===== config.mk =====
export PLATFORM = sky130hd
export DESIGN_NAME = hbm_vector_writeback
export DESIGN_NICKNAME = d
export VERILOG_FILES = /design/src/rtl/configuration_pkg.sv /design/src/rtl/hbm_vector_writeback_pkg.sv /design/src/rtl/hbm_vector_writeback_packer.sv /design/src/rtl/hbm_vector_writeback.sv
export SDC_FILE = /design/constraint.sdc
export NUM_CORES = 2
export LEC_CHECK = 0
export ABC_AREA = 1
export CAP_MARGIN = 15
export CORE_AREA = 2 2 371 373
export CTS_CLUSTER_DIAMETER = 200
export DETAILED_ROUTE_END_ITERATION = 8
export DIE_AREA = 0 0 373 375
export MAX_ROUTING_LAYER = met4
export PLACE_DENSITY = 0.48
export SLEW_MARGIN = 20
export SYNTH_ARGS = -nofsm -noshare
export SYNTH_HDL_FRONTEND = slang
export SYNTH_SLANG_ARGS = --single-unit

===== constraint.sdc =====
create_clock -name clk -period 3.76 [get_ports clk]
set_input_delay 1.128 -clock clk [delete_from_list [all_inputs] [get_ports clk]]
set_output_delay 1.128 -clock clk [all_outputs]
set_load 0.02 [all_outputs]

===== src/rtl/configuration_pkg.sv =====
// System-wide sizing constants shared by the vector SRAM and HBM datapaths.
package configuration_pkg;
    localparam int VECTOR_SRAM_WIDTH      = 128;
    localparam int VECTOR_SRAM_DEPTH      = 1024;
    localparam int HBM_WIDTH              = 512;
    localparam int HBM_ADDR_WIDTH         = 128;
    localparam int HBM_V_Writeback_Amount = 4;
endpackage


===== src/rtl/hbm_vector_writeback_pkg.sv =====
// Shared types and derived constants for the vector SRAM -> HBM writeback engine.
package hbm_vector_writeback_pkg;
    typedef enum logic [2:0] {
        WB_IDLE = 3'd0,
        WB_READ = 3'd1,
        WB_CAPT = 3'd2,
        WB_SEND = 3'd3,
        WB_DONE = 3'd4
    } hbm_wb_state_t;

    localparam int HBM_WB_ROWS_PER_BEAT = configuration_pkg::HBM_WIDTH / configuration_pkg::VECTOR_SRAM_WIDTH;
    localparam int HBM_BEAT_BYTES       = configuration_pkg::HBM_WIDTH / 8;

    // Counter width helper that never collapses to zero bits.
    function automatic int clog2_min1(input int v);
        return (v > 1) ? $clog2(v) : 1;
    endfunction
endpackage


===== src/rtl/hbm_vector_writeback_packer.sv =====
// vec_beat_packer: gathers SRAM rows into one HBM beat, lowest row in the LSBs.
// With HBM_WB_STROBE_EN defined it also produces the byte strobe of the filled slots.
module vec_beat_packer
    import hbm_vector_writeback_pkg::*;
#(
    parameter int VEC_WIDTH = configuration_pkg::VECTOR_SRAM_WIDTH,
    parameter int HBM_WIDTH = configuration_pkg::HBM_WIDTH
) (
    input  logic                   clk,
    input  logic                   rst_n,
    input  logic                   clear,
    input  logic                   capt,
    input  logic [VEC_WIDTH-1:0]   row_data,
`ifdef HBM_WB_STROBE_EN
    output logic [HBM_WIDTH/8-1:0] beat_strb,
`endif
    output logic [HBM_WIDTH-1:0]   beat_data
);
    localparam int R  = HBM_WIDTH / VEC_WIDTH;
    localparam int CW = clog2_min1(R + 1);

    logic [HBM_WIDTH-1:0] data_q, data_d;
    logic [CW-1:0]        fill_q, fill_d;

    // Slot write: fill_q is both the count of captured rows and the next slot index.
    always_comb begin
        data_d = data_q;
        fill_d = fill_q;
        if (clear) begin
            data_d = '0;
            fill_d = '0;
        end else if (capt) begin
            for (int k = 0; k < R; k++) begin
                if (fill_q == CW'(k)) begin
                    data_d[k*VEC_WIDTH +: VEC_WIDTH] = row_data;
                end
            end
            fill_d = fill_q + 1'b1;
        end
    end

    // Slot storage and fill count.
    always_ff @(posedge clk or negedge rst_n) begin
        if (!rst_n) begin
            data_q <= '0;
            fill_q <= '0;
        end else begin
            data_q <= data_d;
            fill_q <= fill_d;
        end
    end

    assign beat_data = data_q;

`ifdef HBM_WB_STROBE_EN
    // Strobe: every byte of each filled slot is set.
    always_comb begin
        beat_strb = '0;
        for (int k = 0; k < R; k++) begin
            beat_strb[k*(VEC_WIDTH/8) +: (VEC_WIDTH/8)] = (CW'(k) < fill_q) ? '1 : '0;
        end
    end
`endif
endmodule


===== src/rtl/hbm_vector_writeback.sv =====
// hbm_vector_writeback: drains a run of vector SRAM rows to HBM as packed beats in bursts.
// Optional byte strobes on hbm_wr_strb when HBM_WB_STROBE_EN is defined.
// Handshakes: a transfer happens on a rising clk edge where valid and ready are both high;
// once hbm_wr_valid is raised, the beat and its sidebands hold until that transfer.
module hbm_vector_writeback
    import hbm_vector_writeback_pkg::*;
#(
    parameter int VEC_WIDTH  = configuration_pkg::VECTOR_SRAM_WIDTH,
    parameter int HBM_WIDTH  = configuration_pkg::HBM_WIDTH,
    parameter int SRAM_DEPTH = configuration_pkg::VECTOR_SRAM_DEPTH,
    parameter int HBM_AW     = configuration_pkg::HBM_ADDR_WIDTH,
    parameter int WB_AMOUNT  = configuration_pkg::HBM_V_Writeback_Amount,
    parameter int CNT_W      = 16,
    parameter int SAW        = $clog2(SRAM_DEPTH)
) (
    input  logic                   clk,
    input  logic                   rst_n,
    input  logic                   cmd_valid,
    output logic                   cmd_ready,
    input  logic [SAW-1:0]         cmd_sram_addr,
    input  logic [HBM_AW-1:0]      cmd_hbm_addr,
    input  logic [CNT_W-1:0]       cmd_rows,
    output logic                   sram_rd_en,
    output logic [SAW-1:0]         sram_rd_addr,
    input  logic [VEC_WIDTH-1:0]   sram_rd_data,
    output logic                   hbm_wr_valid,
    input  logic                   hbm_wr_ready,
    output logic [HBM_AW-1:0]      hbm_wr_addr,
    output logic [HBM_WIDTH-1:0]   hbm_wr_data,
    output logic                   hbm_wr_last,
`ifdef HBM_WB_STROBE_EN
    output logic [HBM_WIDTH/8-1:0] hbm_wr_strb,
`endif
    output logic                   done
);
    localparam int R          = HBM_WIDTH / VEC_WIDTH;
    localparam int RCW        = clog2_min1(R + 1);
    localparam int BW         = clog2_min1(WB_AMOUNT);
    localparam int BEAT_BYTES = HBM_WIDTH / 8;

    hbm_wb_state_t     state_q, state_d;
    logic [SAW-1:0]    sram_addr_q, sram_addr_d;
    logic [HBM_AW-1:0] beat_addr_q, beat_addr_d;
    logic [CNT_W-1:0]  rem_q, rem_d;
    logic [RCW-1:0]    rd_cnt_q, rd_cnt_d;
    logic [BW-1:0]     burst_q, burst_d;
    logic              capt_q, capt_d;
    logic              clear;
    logic              is_last;
    logic [HBM_WIDTH-1:0] packed_data;
`ifdef HBM_WB_STROBE_EN
    logic [HBM_WIDTH/8-1:0] packed_strb;
`endif

    // Next-state and control: one read per READ cycle, SRAM reads paused while a beat waits in SEND.
    always_comb begin
        state_d     = state_q;
        sram_addr_d = sram_addr_q;
        beat_addr_d = beat_addr_q;
        rem_d       = rem_q;
        rd_cnt_d    = rd_cnt_q;
        burst_d     = burst_q;
        cmd_ready   = 1'b0;
        sram_rd_en  = 1'b0;
        hbm_wr_valid = 1'b0;
        done        = 1'b0;
        clear       = 1'b0;
        is_last     = (burst_q == BW'(WB_AMOUNT - 1)) || (rem_q == '0);
        case (state_q)
            WB_IDLE: begin
                cmd_ready = 1'b1;
                if (cmd_valid) begin
                    sram_addr_d = cmd_sram_addr;
                    beat_addr_d = cmd_hbm_addr;
                    rem_d       = cmd_rows;
                    rd_cnt_d    = '0;
                    burst_d     = '0;
                    clear       = 1'b1;
                    state_d     = (cmd_rows == '0) ? WB_DONE : WB_READ;
                end
            end
            WB_READ: begin
                sram_rd_en  = 1'b1;
                sram_addr_d = (sram_addr_q == SAW'(SRAM_DEPTH - 1)) ? '0 : sram_addr_q + 1'b1;
                rem_d       = rem_q - 1'b1;
                rd_cnt_d    = rd_cnt_q + 1'b1;
                if (rd_cnt_q == RCW'(R - 1) || rem_q == CNT_W'(1)) begin
                    state_d = WB_CAPT;
                end
            end
            WB_CAPT: begin
                state_d = WB_SEND;
            end
            WB_SEND: begin
                hbm_wr_valid = 1'b1;
                if (hbm_wr_ready) begin
                    beat_addr_d = beat_addr_q + HBM_AW'(BEAT_BYTES);
                    burst_d     = is_last ? '0 : burst_q + 1'b1;
                    rd_cnt_d    = '0;
                    if (rem_q == '0) begin
                        state_d = WB_DONE;
                    end else begin
                        clear   = 1'b1;
                        state_d = WB_READ;
                    end
                end
            end
            WB_DONE: begin
                done    = 1'b1;
                state_d = WB_IDLE;
            end
            default: state_d = WB_IDLE;
        endcase
    end

    // Read data arrives one cycle after the strobe, so the capture enable is the delayed strobe.
    always_comb begin
        capt_d = sram_rd_en;
    end

    // State and datapath registers; reset drops any in-flight command.
    always_ff @(posedge clk or negedge rst_n) begin
        if (!rst_n) begin
            state_q     <= WB_IDLE;
            sram_addr_q <= '0;
            beat_addr_q <= '0;
            rem_q       <= '0;
            rd_cnt_q    <= '0;
            burst_q     <= '0;
            capt_q      <= 1'b0;
        end else begin
            state_q     <= state_d;
            sram_addr_q <= sram_addr_d;
            beat_addr_q <= beat_addr_d;
            rem_q       <= rem_d;
            rd_cnt_q    <= rd_cnt_d;
            burst_q     <= burst_d;
            capt_q      <= capt_d;
        end
    end

    vec_beat_packer #(
        .VEC_WIDTH (VEC_WIDTH),
        .HBM_WIDTH (HBM_WIDTH)
    ) u_packer (
        .clk       (clk),
        .rst_n     (rst_n),
        .clear     (clear),
        .capt      (capt_q),
        .row_data  (sram_rd_data),
`ifdef HBM_WB_STROBE_EN
        .beat_strb (packed_strb),
`endif
        .beat_data (packed_data)
    );

    // Output gating: beat fields read zero whenever no beat is offered.
    always_comb begin
        sram_rd_addr = sram_rd_en ? sram_addr_q : '0;
        hbm_wr_addr  = hbm_wr_valid ? beat_addr_q : '0;
        hbm_wr_data  = hbm_wr_valid ? packed_data : '0;
        hbm_wr_last  = hbm_wr_valid & is_last;
`ifdef HBM_WB_STROBE_EN
        hbm_wr_strb  = hbm_wr_valid ? packed_strb : '0;
`endif
    end
endmodule

# After elaboration in Yosys (flattened, before gate mapping)
# Index checks and enable logic that the tools add are counted.
dict set report classes {
  n_addsub 6
  multipliers 0
  n_div 0
  magnitude_cmp 0
  n_eq_ne 14
  n_shift 0
  mux 40
  bitwise_logic 1
  reduce_logical 22
}
# op count
set ops {}
lappend ops {{$mux W512} 3}
lappend ops {{$mux W128} 7}
lappend ops {{$pmux W128 S2} 1}
lappend ops {{$add A128 B7 Y128 const B} 1}
lappend ops {{$logic_not A16 Y1} 2}
lappend ops {{$pmux W16 S2} 1}
lappend ops {{$mux W10} 3}
lappend ops {{$mux W3} 9}
lappend ops {{$pmux W10 S2} 1}
lappend ops {{$eq A16 B1 Y1 const B} 1}
lappend ops {{$mux W16} 1}
lappend ops {{$sub A16 B1 Y16 const B} 1}
lappend ops {{$eq A3 B2 Y1 const B} 5}
lappend ops {{$reduce_bool A2 Y1} 7}
lappend ops {{$pmux W3 S4} 1}
lappend ops {{$add A10 B1 Y10 const B} 1}
lappend ops {{$eq A10 B10 Y1 const B} 1}
lappend ops {{$reduce_and A2 Y1} 5}
lappend ops {{$pmux W3 S3} 1}
lappend ops {{$reduce_and A3 Y1} 3}
lappend ops {{$mux W1} 7}
lappend ops {{$add A3 B1 Y3 const B} 2}
lappend ops {{$eq A3 B1 Y1 const B} 2}
lappend ops {{$logic_not A3 Y1} 2}
lappend ops {{10 further kinds} 15}
dict set report totals {
  reg_bits 678
  latch_bits 0
  ram_bits 0
  romBits 0
  out_inout_bits 655
  mem_count 0
}

# Depth between registers and ports, before layout
dict set report depth {
  depth_word 6
  mapped_depth 13
  depth_no_buf 12
}

# Modules after synthesis
# From an unflattened synthesis, not the netlist that was laid out.
dict set report hier_totals {
  cells_unflattened 6102
  area_unflattened_um2 40134.7
}
# module n_inst cells_each area_each_um2 seq_area_each_um2
set modules_own_cells {}
lappend modules_own_cells {vec_beat_packer 1 2557 22099.9 12887.4}
lappend modules_own_cells {hbm_vector_writeback 1 3545 18034.8 4078.9}

# Worst setup path after synthesis
# Ideal clock, no wire load.
dict set report synth_timing {
  path_kind {register -> output}
  start {register state_q[0]}
  end {output port hbm_wr_data[441]}
  arrival_ns 1.879
  required_ns 2.632
  slack_ns 0.753
  stages_incl_launch_ff 7
  n_path_buf 4
  path_cell_list {dfrtp_1 nand3_1 clkbuf_1 clkbuf_1 clkbuf_1 clkbuf_1 nor2_1}
}
dict set report synth_between {
  elab_chain_len 3
}
# item line
set synth_lines {}
lappend synth_lines {{start: declaration} hbm_vector_writeback.sv:41} ;# hbm_wb_state_t state_q, state_d;
lappend synth_lines {{start signal: assignment} hbm_vector_writeback.sv:132} ;# state_q <= state_d;
lappend synth_lines {{$eq A3 B2 Y1} hbm_vector_writeback.sv:69} ;# case (state_q)
lappend synth_lines {{$mux W1} hbm_vector_writeback.sv:69}
lappend synth_lines {{$mux W512} hbm_vector_writeback.sv:161} ;# hbm_wr_data = hbm_wr_valid ? packed_data : '0;
lappend synth_lines {{end: declaration} hbm_vector_writeback.sv:29} ;# output logic [HBM_WIDTH-1:0] hbm_wr_data,
# No other way between the ends.

# Worst setup path after layout
dict set report layout_timing {
  start {register state_q[2]}
  end {output port hbm_wr_addr[90]}
}
dict set report layout_between {
  elab_chain_len 3
}
# item line
set layout_lines {}
lappend layout_lines {{$eq A3 B2 Y1} hbm_vector_writeback.sv:69}
lappend layout_lines {{$mux W1} hbm_vector_writeback.sv:69}
lappend layout_lines {{$mux W128} hbm_vector_writeback.sv:160} ;# hbm_wr_addr = hbm_wr_valid ? beat_addr_q : '0;
lappend layout_lines {{end: declaration} hbm_vector_writeback.sv:28} ;# output logic [HBM_AW-1:0] hbm_wr_addr,
# No other way between the ends.

==> impl_results.md <==
- Crit-path slowest cell: dfrtp_1
- Required @ worst endpoint: around 2.6 ns
- Core footprint: around 140000 sq um
- Outcome: finished, violations left
- Max-Cap Viols: 0
- Critical Path Start Type: flip-flop
- DRC viols: 0
- Tmin final: 3.78 ns
- PwrDens: a little over 700 nW/um^2
- Leak: ~0.030 uW
- Area leader, netlist: dfrtp_1
- RSZ-0062 raised after global routing: yes
- WP data arrival: about 2.7 ns
- Fin Hold WS: approximately 0.37 ns
- Crit-path most repeated cell: buf_12
- Setup Buffers After CTS: 0
- WL/cell: about 22 um
- Starting density of the core: 0.279
- Layout cells sized above 1: 0.0453
- Routability Congestion: around 0.97
- #FFs+latches synth: roughly 680
- Top cells by area, synth: dfrtp_1 45%, nand2_1 24%, nor2_1 13%, inv_1 9.3%, nand3_1 1.8%
- Maximum vdd drop: 0.000353 V
- WL final: slightly below 200 mm
- Die Wd: 373 um
- PortBufs: 940
- I/O pin cnt: between 900 and 1k
- Max incr delay on CP: approximately 0.38 ns
- Slew Limit Fails: 0
- Dpl ws: ~0.36 ns
- Synth warn: 0
- Area share of the largest cell type after synthesis: 0.447
- CP endpoint kind: output port
- Post-DP HPWL: around 150 mm
- Total grt overflow: 0
- CTS HTree Levels: 3
- Die area: roughly 140000 sq um
- HP Class: in2async
- Fillers: 14.9k
- Die height: between 300 and 400 um
- Final setup viols: 2
- Nets: 7188
- Vias per cell: 4.58
- Later-pin clock latency in the skew report: a little under 0.7 ns
- Worst slew margin: 0.350
- Slack of the critical path: -0.0158 ns
- GRT Total Usage: 0.277
- Crit path cell chain: inv_1, nand3_4, buf_12, buf_12, buf_12, nor2_1, dlygate4sd2_1
- CTS Buf Count: 86
- CP delay by family, top: buffers and inverters
- CTS tree: built
- Buf/Inv on CP: 5
- 1st-pass router iterations: 5
- Area of the mapped netlist: around 38000 sq um
- Achievable Freq: roughly 0.26 GHz
- Synth Instances: about 6.0k
- Register area: roughly 17000 sq um
- Yosys cell types: 38
- First-pass GRT wire length: between 200 and 300 mm
- Final period util: 1.00
- Initial DRC count: between 3k and 4k
- Mean post-synth cell area: ~6.3 sq um
- Worst Skew: about 0.039 ns
- Setup TNS Final: -0.0168 ns
- Failing checks: setup timing
- Commonest non-fill, non-tap cell in the layout: nand2_1
- CTS sink cnt: between 600 and 700
- CP Max Fanout: 69
- Std cell rows: between 100 and 150
- Hold Vio Cnt, Final: 0
- Vias in the first global route: about 40k
- Clock root cell: clkbuf_16
- Area taken by multi-input logic gates: between 15000 and 20000 sq um
- CTS Hold Bufs: 0
- Routed Antenna Nets: 0
- Number of antenna violations at the first check in global routing: 23
- CTS Buffer Depth: 3
- Final std cells w/o fill: between 8k and 9k
- Largest net degree at the start of global routing: 129
- Seq/Total Area, Yosys: 0.447
- Most frequent cells in the layout: 2426 x nand2_1, 1259 x nor2_1, 937 x inv_1, 678 x dfrtp_1, 434 x dlygate4sd2_1
- Vias: ~40k
- Slew at the pin closest to its max-slew limit: about 1 ns
- Reg clk slew, reported paths: approximately 0.06 ns
- Setup CP Type: reg2out
- Mapped Nets: roughly 6.3k
- Placed insts: ~8.6k
- Pwr Total: about 38000 uW
- R2R setup slack: about 0.70 ns
- Synth-to-Final Area Change: 38.9%
flip-flops by register name (all words and copies together), names as in the netlist:
signal and flops:
sram_addr_q 10, rd_cnt_q 3, rem_q 16, u_packer.fill_q 3
beat_addr_q 128, state_q 3, u_packer.beat_data 512, burst_q 2
capt_q 1
layout make-up:
cell class                      count  area share
Sequential cell                   678       0.322
Multi-Input combinational cell   4118       0.312
Timing Repair Buffer             1063       0.199
Inverter                          943      0.0673
Clock buffer                      116      0.0462
Tap cell                         1794      0.0426
Clock inverter                     34      0.0101
Antenna cell                       14    0.000664
synth_stat cells:
| cell | instances |
|---|---|
| dfrtp_1 | 678 |
| a221oi_1 | 1 |
| o31a_1 | 2 |
| o311ai_0 | 3 |
| nand2_1 | 2427 |
| nand4_1 | 25 |
| mux2i_1 | 2 |
| a31oi_1 | 8 |
| o21bai_1 | 1 |
| o21ai_0 | 83 |
| o21ai_1 | 3 |
| xor2_1 | 2 |
| and2_1 | 6 |
| a211oi_1 | 1 |
| a21boi_0 | 1 |
| o21ai_2 | 1 |
| nor4_1 | 2 |
| nor2_1 | 1281 |
| clkbuf_1 | 136 |
| o211ai_1 | 8 |
| buf_4 | 5 |
| buf_1 | 24 |
| inv_1 | 939 |
| xnor2_1 | 1 |
| nand3_1 | 133 |
| a2bb2oi_1 | 2 |
| o21a_1 | 32 |
| or2_2 | 1 |
| o31ai_1 | 5 |
| nor2_2 | 1 |
| a21oi_1 | 39 |
| a22oi_1 | 15 |
| ha_1 | 12 |
| inv_2 | 4 |
| o22ai_1 | 7 |
| nand3b_1 | 4 |
| buf_2 | 95 |
| nor3_1 | 9 |
path summary, 6_finish.rpt:
| check | startpoint | endpoint | cells after the start |
|---|---|---|---|
| max reg2reg | state_q[2] | u_packer.beat_data[340] | 12 |
| min reg2reg | state_q[2] | state_q[2] | 1 |
| max | state_q[2] | hbm_wr_addr[90] | 7 |
| max in group asynchronous | rst_n | u_packer.beat_data[43] | 3 |
| min in group clk | state_q[2] | state_q[2] | 1 |
| min | rst_n | u_packer.beat_data[15] | 1 |
cell families (layout without fill, tap and decap cells):
group	after synthesis	after routing	synth area share
multiplexers	2	2	0.000527
buffers and inverters	1203	2156	0.123
other	0	14	0
AO/OA/AOI/OAI	212	212	0.0335
flip-flops	678	678	0.447
adder cells (fa/ha/maj)	12	12	0.00395
XOR/XNOR	3	3	0.000692
AND/OR/NAND/NOR	3889	3889	0.392
power by group:
part           switching (uW)  internal [uW]
Clock                    3660           5250
Combinational           11700           4980
Sequential               2130           9940
metrics by stage:
step                area, sq um   util
finish                    52700  0.387
detailed placement        49900  0.366
global route              52700  0.387
global placement          49900  0.366
CTS                       52300  0.384
floorplan                 38000      -
what timing repair did:
action                     4_1_cts  5_1_grt
cloned                           0        1
setup endpoints to repair      514      190
resized for setup              463      165
metal layers:
layer  part of all wire  up-vias  GRT usage
li1                   -    19300          -
met1               0.44    19200      0.354
met2               0.46     1386      0.437
met3              0.064      235     0.0535
met4              0.035        0     0.0933
met5                  0        -          -
(Power assumes the default switching activity.)
